[src/rtl/enc_pkg.sv]
// Helpers shared by the encoder family: index width and population count.
package enc_pkg;

  localparam int ENC_MAX_N = 1024;

  function automatic int idx_w(input int n);
    int w;
    w = 1;
    for (int i = 1; i < 31; i++)
      if ((1 << i) < n) w = i + 1;
    return w;
  endfunction

  function automatic int unsigned popcount(input logic [ENC_MAX_N-1:0] v);
    int unsigned c;
    c = 0;
    for (int i = 0; i < ENC_MAX_N; i++)
      c += {31'd0, v[i]};
    return c;
  endfunction

endpackage

[src/rtl/prio_find.sv]
// Combinational lowest-set-bit finder.
module prio_find #(
  parameter int N = 8,
  parameter int W = enc_pkg::idx_w(N)
) (
  input  logic [N-1:0] req,
  output logic         found,
  output logic [W-1:0] idx
);

  // Scan high to low so the lowest set bit is the last one written.
  always_comb begin
    found = 1'b0;
    idx   = '0;
    for (int i = N - 1; i >= 0; i--) begin
      if (req[i]) begin
        found = 1'b1;
        idx   = W'(i);
      end
    end
  end

endmodule

[src/rtl/rr_prio_encoder.sv]
// N-input priority encoder, fixed or round-robin per beat, with a registered
// valid/ready output stage carrying index, multi-hot flag and popcount.
module rr_prio_encoder
  import enc_pkg::*;
#(
  parameter int N = 8,
  parameter int W = idx_w(N)
) (
  input  logic         clk,
  input  logic         rst_n,
  input  logic         in_valid,
  output logic         in_ready,
  input  logic [N-1:0] in_req,
  input  logic         in_rr_en,
  output logic         out_valid,
  input  logic         out_ready,
  output logic [W-1:0] out_idx,
  output logic         out_multi,
  output logic [W:0]   out_count
);

  logic [W-1:0] r_ptr;
  logic [N-1:0] w_mask;
  logic         w_found_m, w_found_a;
  logic [W-1:0] w_idx_m, w_idx_a, w_idx, w_ptr_nxt;
  logic [W:0]   w_count;
  logic         w_accept, w_load;

  genvar g;
  generate
    for (g = 0; g < N; g++) begin : g_mask
      assign w_mask[g] = (W'(g) >= r_ptr);
    end
  endgenerate

  prio_find #(.N(N), .W(W)) u_find_masked (
    .req   (in_req & w_mask),
    .found (w_found_m),
    .idx   (w_idx_m)
  );

  prio_find #(.N(N), .W(W)) u_find_all (
    .req   (in_req),
    .found (w_found_a),
    .idx   (w_idx_a)
  );

  // Nothing at or above the pointer: wrap to the lowest set bit overall.
  assign w_idx     = (in_rr_en && w_found_m) ? w_idx_m : w_idx_a;
  assign w_ptr_nxt = (w_idx == W'(N - 1)) ? '0 : w_idx + W'(1);
  assign w_count   = (W + 1)'(popcount(ENC_MAX_N'(in_req)));

  assign in_ready  = !out_valid || out_ready;
  assign w_accept  = in_valid && in_ready;
  // A zero vector is consumed without producing a beat.
  assign w_load    = w_accept && w_found_a;

  always_ff @(posedge clk or negedge rst_n) begin
    if (!rst_n) begin
      r_ptr     <= '0;
      out_valid <= 1'b0;
      out_idx   <= '0;
      out_multi <= 1'b0;
      out_count <= '0;
    end else begin
      if (w_load) begin
        out_valid <= 1'b1;
        out_idx   <= w_idx;
        out_multi <= (w_count > (W + 1)'(1));
        out_count <= w_count;
        if (in_rr_en) r_ptr <= w_ptr_nxt;
      end else if (out_valid && out_ready) begin
        out_valid <= 1'b0;
      end
    end
  end

endmodule
[config.mk]
export PLATFORM = sky130hd
export DESIGN_NAME = rr_prio_encoder
export DESIGN_NICKNAME = d
export VERILOG_FILES = /design/src/rtl/enc_pkg.sv /design/src/rtl/prio_find.sv /design/src/rtl/rr_prio_encoder.sv
export SDC_FILE = /design/constraint.sdc
export NUM_CORES = 1
export LEC_CHECK = 0
export ABC_AREA = 1
export CAP_MARGIN = 20
export CORE_AREA = 2 2 50 52
export CTS_CLUSTER_DIAMETER = 50
export DETAILED_ROUTE_END_ITERATION = 10
export DIE_AREA = 0 0 52 54
export GPL_ROUTABILITY_DRIVEN = 0
export MAX_ROUTING_LAYER = met4
export PLACE_DENSITY_LB_ADDON = 0.1
export RECOVER_POWER = 25
export SYNTH_ARGS = -nofsm -noshare
export SYNTH_HDL_FRONTEND = slang
export SYNTH_SLANG_ARGS = --single-unit
[constraint.sdc]
create_clock -name clk -period 1.65 [get_ports clk]
set_input_delay 0.2475 -clock clk [delete_from_list [all_inputs] [get_ports clk]]
set_output_delay 0.2475 -clock clk [all_outputs]
set_load 0.05 [all_outputs]
# ---- Word-level counts from Yosys, hierarchy flattened
# Cells that the tools add are included.
dict set report op_classes {
  n_addsub 8
  n_lt_le_gt_ge 9
  n_eq_ne 1
  muxes 36
  n_bitwise 1
  n_reduce_logical 8
}
# op n
set ops {}
lappend ops {{$mux W3} 18}
lappend ops {{$mux W1} 18}
lappend ops {{$add A4 B1 Y4} 4}
lappend ops {{$ge A3 B3 Y1 const A} 4}
lappend ops {{$and A8 B8 Y8} 1}
lappend ops {{$ge A1 B3 Y1 const A} 2}
lappend ops {{$ge A2 B3 Y1 const A} 2}
lappend ops {{$add A3 B1 Y4} 1}
lappend ops {{$gt A4 B1 Y1 const B} 1}
lappend ops {{$logic_and A1 B1 Y1} 4}
lappend ops {{$add A2 B1 Y3} 1}
lappend ops {{$add A3 B1 Y3 const B} 1}
lappend ops {{$eq A3 B3 Y1 const B} 1}
lappend ops {{$add A1 B1 Y2} 1}
lappend ops {{$reduce_and A2 Y1} 1}
lappend ops {{$reduce_bool A2 Y1} 1}
lappend ops {{$logic_not A1 Y1} 1}
lappend ops {{$logic_or A1 B1 Y1} 1}
dict set report totals {
  ff_bits 12
  in_bits 13
  output_inout_bits 10
  wordCells 68
}

# ---- Depth between registers and ports, before layout
# Gate-level depths: netlist (run 1).
dict set report depth {
  ltp_word 14
  mapped_depth 15
  ltp_nobuf 15
}

# ---- By module
# From an unflattened synthesis (run 1), not the netlist that was laid out.
dict set report unflattened {
  hier_cells 151
  hier_area_um2 1021.0
}
# module instances cells_per_inst area_each_um2 seq_area_each_um2
set modules_own_cells {}
lappend modules_own_cells {rr_prio_encoder 1 107 823.3 300.3}
lappend modules_own_cells {prio_find 2 22 98.8 0.0}

# ---- Worst setup path after synthesis (run 1)
# Ideal clock, no wire load.
dict set report synth_timing {
  kind {input port to flip-flop}
  start {input port in_req[0]}
  end {register out_multi}
  setup_time_ps 77
  t_arrival_ps 2696
  required_ps 1573
  setup_slack_ps -1123
  path_stages 11
  path_buffers 0
  cell_sequence {fa_1 -> inv_1 -> fa_1 -> fa_1 -> inv_1 -> ha_1 -> inv_1 -> fa_1 -> xor2_1 -> and2_1 -> a21oi_1}
}
dict set report synth_between {
  elab_chain_len 8
  elab_cells_between_ends 10
  cone_classes {7 x add/sub; 1 x order compare; 1 x mux; 1 x reduce/logical}
}
# item line
set synth_lines {}
lappend synth_lines {{from (decl)} rr_prio_encoder.sv:13} ;# input logic [N-1:0] in_req,
lappend synth_lines {{$add A1 B1 Y2} enc_pkg.sv:18} ;# c += {31'd0, v[i]};
lappend synth_lines {{$add A2 B1 Y3} enc_pkg.sv:18}
lappend synth_lines {{$add A3 B1 Y4} enc_pkg.sv:18}
lappend synth_lines {{$add A4 B1 Y4 (4 in series)} enc_pkg.sv:18}
lappend synth_lines {{$gt A4 B1 Y1} rr_prio_encoder.sv:69} ;# out_multi <= (w_count > (W + 1)'(1));
lappend synth_lines {{to (signal assigned)} rr_prio_encoder.sv:69}
lappend synth_lines {{to (decl)} rr_prio_encoder.sv:18} ;# output logic out_multi,
# Several ways; a longest one is shown, not always the timed one.
# A chain may end at the register's enable or synchronous reset.

# ---- Worst setup path after layout (run 1)
dict set report layout_timing {
  start {input port in_req[3]}
  end {register out_multi}
}
dict set report layout_between {
  elab_chain_len 6
  elab_cells_between_ends 11
  cone_classes {5 x add/sub; 1 x order compare; 4 x mux; 1 x reduce/logical}
}
# item line
set layout_lines {}
lappend layout_lines {{$add A3 B1 Y4} enc_pkg.sv:18}
lappend layout_lines {{$add A4 B1 Y4 (4 in series)} enc_pkg.sv:18}
lappend layout_lines {{$gt A4 B1 Y1} rr_prio_encoder.sv:69}
# Several ways; a longest one is shown, not always the timed one.

==> insert_results.sql, run 1 <==
INSERT INTO impl_metrics (metric_group, metric, value, unit) VALUES
('drt', 'post_drt_wl_per_cell', '11.4', 'um'),
('worst_hold_path', 'path_category_of_the_worst_min_delay_check', 'in2async', ''),
('drt', 'totalWireLength', '2.46', 'mm'),
('logic_synthesis', 'portion_of_the_post_synthesis_area_used_by_sequential_elements', '31.0', '%'),
('pwr', 'peak_vdd_ir', '0.000911', 'V'),
('die', 'num_io_pins', '23', ''),
('logic_synthesis', 'yosysWarningCount', '0', ''),
('placement', 'port_buffer_count', '22', ''),
('sta', 'finClkSkew', '0.00592', 'ns'),
('cts', 'tritoncts.num_buffers', '3', ''),
('outcome', 'outcome', 'complete, but fails checks', ''),
('drt', 'vias', '1007', ''),
('worst_setup_path', 'crit_path_cell_trace', 'buf_6 -> fa_1 -> inv_2 -> fa_1 -> fa_1 -> inv_2 -> ha_4 -> inv_2 -> fa_2 -> and2_4 -> a21oi_2', ''),
('cts', 'cts_tree', 'done', ''),
('placement', 'dp.final_hpwl', '2.01', 'mm'),
('drt', 'vias_per_cell', '4.66', ''),
('logic_synthesis', 'synth_edf_count', '0', ''),
('die', 'fp.dieH', '54', 'um'),
('die', 'chipWidth', '52', 'um'),
('cells_and_area', 'fillCellCount', '192', ''),
('logic_synthesis', 'ys_top_cells_by_area', 'sky130_fd_sc_hd__dfrtp_1 (31%), sky130_fd_sc_hd__nand2_1 (16%), sky130_fd_sc_hd__inv_1 (9.7%)', ''),
('global_route', 'grt_overflow_total', '0', ''),
('logic_synthesis', 'number_of_synthesized_register_bits', '12', ''),
('die', 'fp-row-count', '18', ''),
('pwr', 'total_leakage_power', '0.813', 'nW'),
('global_route', 'grt_pass1_vias', '1035', ''),
('cells_and_area', 'final_layout_size_suffix_gt1_share', '41.4', '%'),
('global_route', 'maximum_number_of_pins_on_one_net_before_global_route_repair', '13', ''),
('worst_setup_path', 'critical_path.endpoint', 'out_multi$_DFFE_PN0P_', ''),
('logic_synthesis', 'synth_top_cells_by_count', 'sky130_fd_sc_hd__nand2_1 (40), sky130_fd_sc_hd__inv_1 (25), sky130_fd_sc_hd__dfrtp_1 (12)', ''),
('logic_synthesis', 'synthesis.instances', '136', ''),
('worst_setup_path', 'crit-reg2reg-launch', 'r_ptr[0]$_DFFE_PN0P_', ''),
('die', 'start_util', '41.7', '%'),
('sta', 'timing.final.ws_setup', '-1.02', 'ns'),
('pwr', 'pwr_density_cell', '1160', 'nW/um2'),
('worst_setup_path', 'worstSetupStartpoint', 'in_req[3]', ''),
('sta', 'fmax', '375', 'MHz'),
('sta', 'grt_setup_unrepaired', 'yes', ''),
('logic_synthesis', 'synthesis.area', '967', 'um2'),
('cts', 'clk_transition_reported_paths', '0.08', 'ns'),
('sta', 'slew_headroom', '62.0', '%'),
('logic_synthesis', 'post_synth.cell_area_avg', '7.11', 'um2'),
('logic_synthesis', 'yosysTopAreaCellShare', '31.0', '%'),
('cts', 'cts.sinks', '12', ''),
('die', 'floorplan.core_area', '2320', 'um2'),
('worst_setup_path', 'crit_path_largest_cell_delay', '0.55', 'ns'),
('cells_and_area', 'finalNetCount', '209', ''),
('worst_setup_path', 'end_kind', 'register', ''),
('cells_and_area', 'num_antenna_cells', '0', ''),
('logic_synthesis', 'dominantRegCellSynth', 'sky130_fd_sc_hd__dfrtp_1', ''),
('global_route', 'grt_usage', '21.8', '%'),
('cells_and_area', 'layout_area_overhead', '57.2', '%'),
('worst_setup_path', 'crit_type', 'in2reg', ''),
('worst_setup_path', 'crit_arrival', '2.88', 'ns'),
('sta', 'finalWorstPathRequiredPeriod', '2.67', 'ns'),
('cts', 'clk_latency_worst_skew_pair', '0.28', 'ns'),
('job', 'max-cap-violations', '0', ''),
('global_route', 'number_of_antenna_violations_at_the_first_check_in_global_routing', '0', ''),
('drt', 'drt_pass1_iterations', '4', ''),
('sta', 'timing.setup.tns', '-4.59', 'ns'),
('cts', 'cts.root.buffer_cell', 'sky130_fd_sc_hd__clkbuf_4', ''),
('outcome', 'failing_checks', 'setup timing', ''),
('sta', 'worst_max_slew_pin_slew', '0.568', 'ns'),
('drt', 'drt_drc_violations_left', '0', ''),
('worst_setup_path', 'start_kind', 'primary input', ''),
('logic_synthesis', 'synthArstFlopShare', '100', '%'),
('cts', 'cts_buffer_depth', '2', ''),
('sta', 'report.final.setup_viol', '8', ''),
('cts', 'post_cts_hold_buffer_count', '0', ''),
('drt', 'first_iter_violations', '11', ''),
('die', 'floorplan.die_area', '2810', 'um2');
[what timing repair did]
action / CTS / global route
setup buffers: 3 / 2
setup endpoints to repair: 8 / 10
pin swaps: 10 / 5
resized for setup: 28 / 8
[per-stage QoR]
| stage | util [%] | total power, mW | instance area, um2 |
|---|---|---|---|
| finish | 65.5 | 1.77 | 1520 |
| global route | 65.5 | 1.90 | 1520 |
| CTS | 65.1 | 1.76 | 1510 |
| detailed placement | 60.9 | 1.40 | 1410 |
| global placement | 60.9 | 1.38 | 1410 |
| floorplan | - | 1.04 | 1000 |
[power by group]
| part | internal, mW | total (mW) | switching (mW) |
|---|---|---|---|
| clock | 0.134 | 0.243 | 0.109 |
| combinational | 0.450 | 1.07 | 0.621 |
| sequential | 0.381 | 0.452 | 0.0711 |
[area by class of cell]
| class | instances | area [um2] | share of cell area [%] |
|---|---|---|---|
| multi-input combinational | 97 | 661 | 43.5 |
| timing repair buffer | 47 | 388 | 25.5 |
| sequential | 12 | 300 | 19.8 |
| inverter | 26 | 97.6 | 6.42 |
| tap | 30 | 37.5 | 2.47 |
| clock buffer | 4 | 36.3 | 2.39 |
[metal layers]
metal | global-route usage (%) | vias to the layer above | part of all wire (%)
li1 | - | 516 | -
met1 | 25.6 | 474 | 45
met2 | 37.8 | 17 | 52
met3 | 6.39 | 0 | 3.5
met4 | 3.51 | 0 | 0
met5 | - | - | 0
[placed cells by master, fill, tap and decap left out, types with 2 or more instances in the layout]
cell type	netlist	routed
sky130_fd_sc_hd__nor2_1	9	6
sky130_fd_sc_hd__ha_4	0	3
sky130_fd_sc_hd__nor2_2	4	6
sky130_fd_sc_hd__clkbuf_4	0	3
sky130_fd_sc_hd__clkdlybuf4s50_1	0	7
sky130_fd_sc_hd__nand2_2	4	6
sky130_fd_sc_hd__fa_1	4	3
sky130_fd_sc_hd__o21ai_0	9	5
sky130_fd_sc_hd__nand2_1	40	37
sky130_fd_sc_hd__o21ai_2	0	2
sky130_fd_sc_hd__nand2_4	1	2
sky130_fd_sc_hd__inv_1	25	21
sky130_fd_sc_hd__buf_4	0	35
sky130_fd_sc_hd__and2_4	0	2
sky130_fd_sc_hd__ha_1	5	2
sky130_fd_sc_hd__inv_2	1	5
sky130_fd_sc_hd__dfrtp_1	12	12
sky130_fd_sc_hd__o21ai_1	0	2
sky130_fd_sc_hd__nand3_1	11	9
sky130_fd_sc_hd__nand3_2	2	4
sky130_fd_sc_hd__a21oi_2	0	2
[state kept, by name (all words and copies together) (netlist names)]
signal	cells
out_count	4
out_idx	3
r_ptr	3
out_multi	1
out_valid	1
[how the worst min path moves through the flow]
stage / from / endpoint / slack [ns] / cells past startpoint
final: rst_n / r_ptr[2]$_DFFE_PN0P_ / 0.39 / 1
after global routing: rst_n / r_ptr[2]$_DFFE_PN0P_ / 0.42 / 1
after CTS: rst_n / r_ptr[2]$_DFFE_PN0P_ / 0.33 / 1
after detailed placement: out_idx[0]$_DFFE_PN0P_ / out_idx[0]$_DFFE_PN0P_ / 0.47 / 2
after global placement: out_idx[0]$_DFFE_PN0P_ / out_idx[0]$_DFFE_PN0P_ / 0.47 / 2
after floorplan: rst_n / out_count[0]$_DFFE_PN0P_ / -0.05 / 0
[critical path: cells and delay by family]
kind | cells | cell delay, ns
buf+inv | 4 | 0.23
simple gates | 1 | 0.17
compound gates | 1 | 0.12
fa+ha+maj | 5 | 2.12
[cells by family (layout without fill, tap and decap cells)]
| group | Yosys count | in the layout | synth area share (%) |
|---|---|---|---|
| compound gates | 13 | 13 | 6.99 |
| xor+xnor | 1 | 1 | 0.906 |
| fa+ha+maj | 9 | 9 | 14.7 |
| buf+inv | 27 | 77 | 11.3 |
| flops | 12 | 12 | 31.0 |
| simple gates | 74 | 74 | 35.1 |
Power figures use the tool's default switching activity.
==> inputs of run 2 (changes only) <==
GPL_ROUTABILITY_DRIVEN = unset   (was 0)
==> results of run 2 <==
No change in the layout: final DEF, timing and power equal those of run 1.
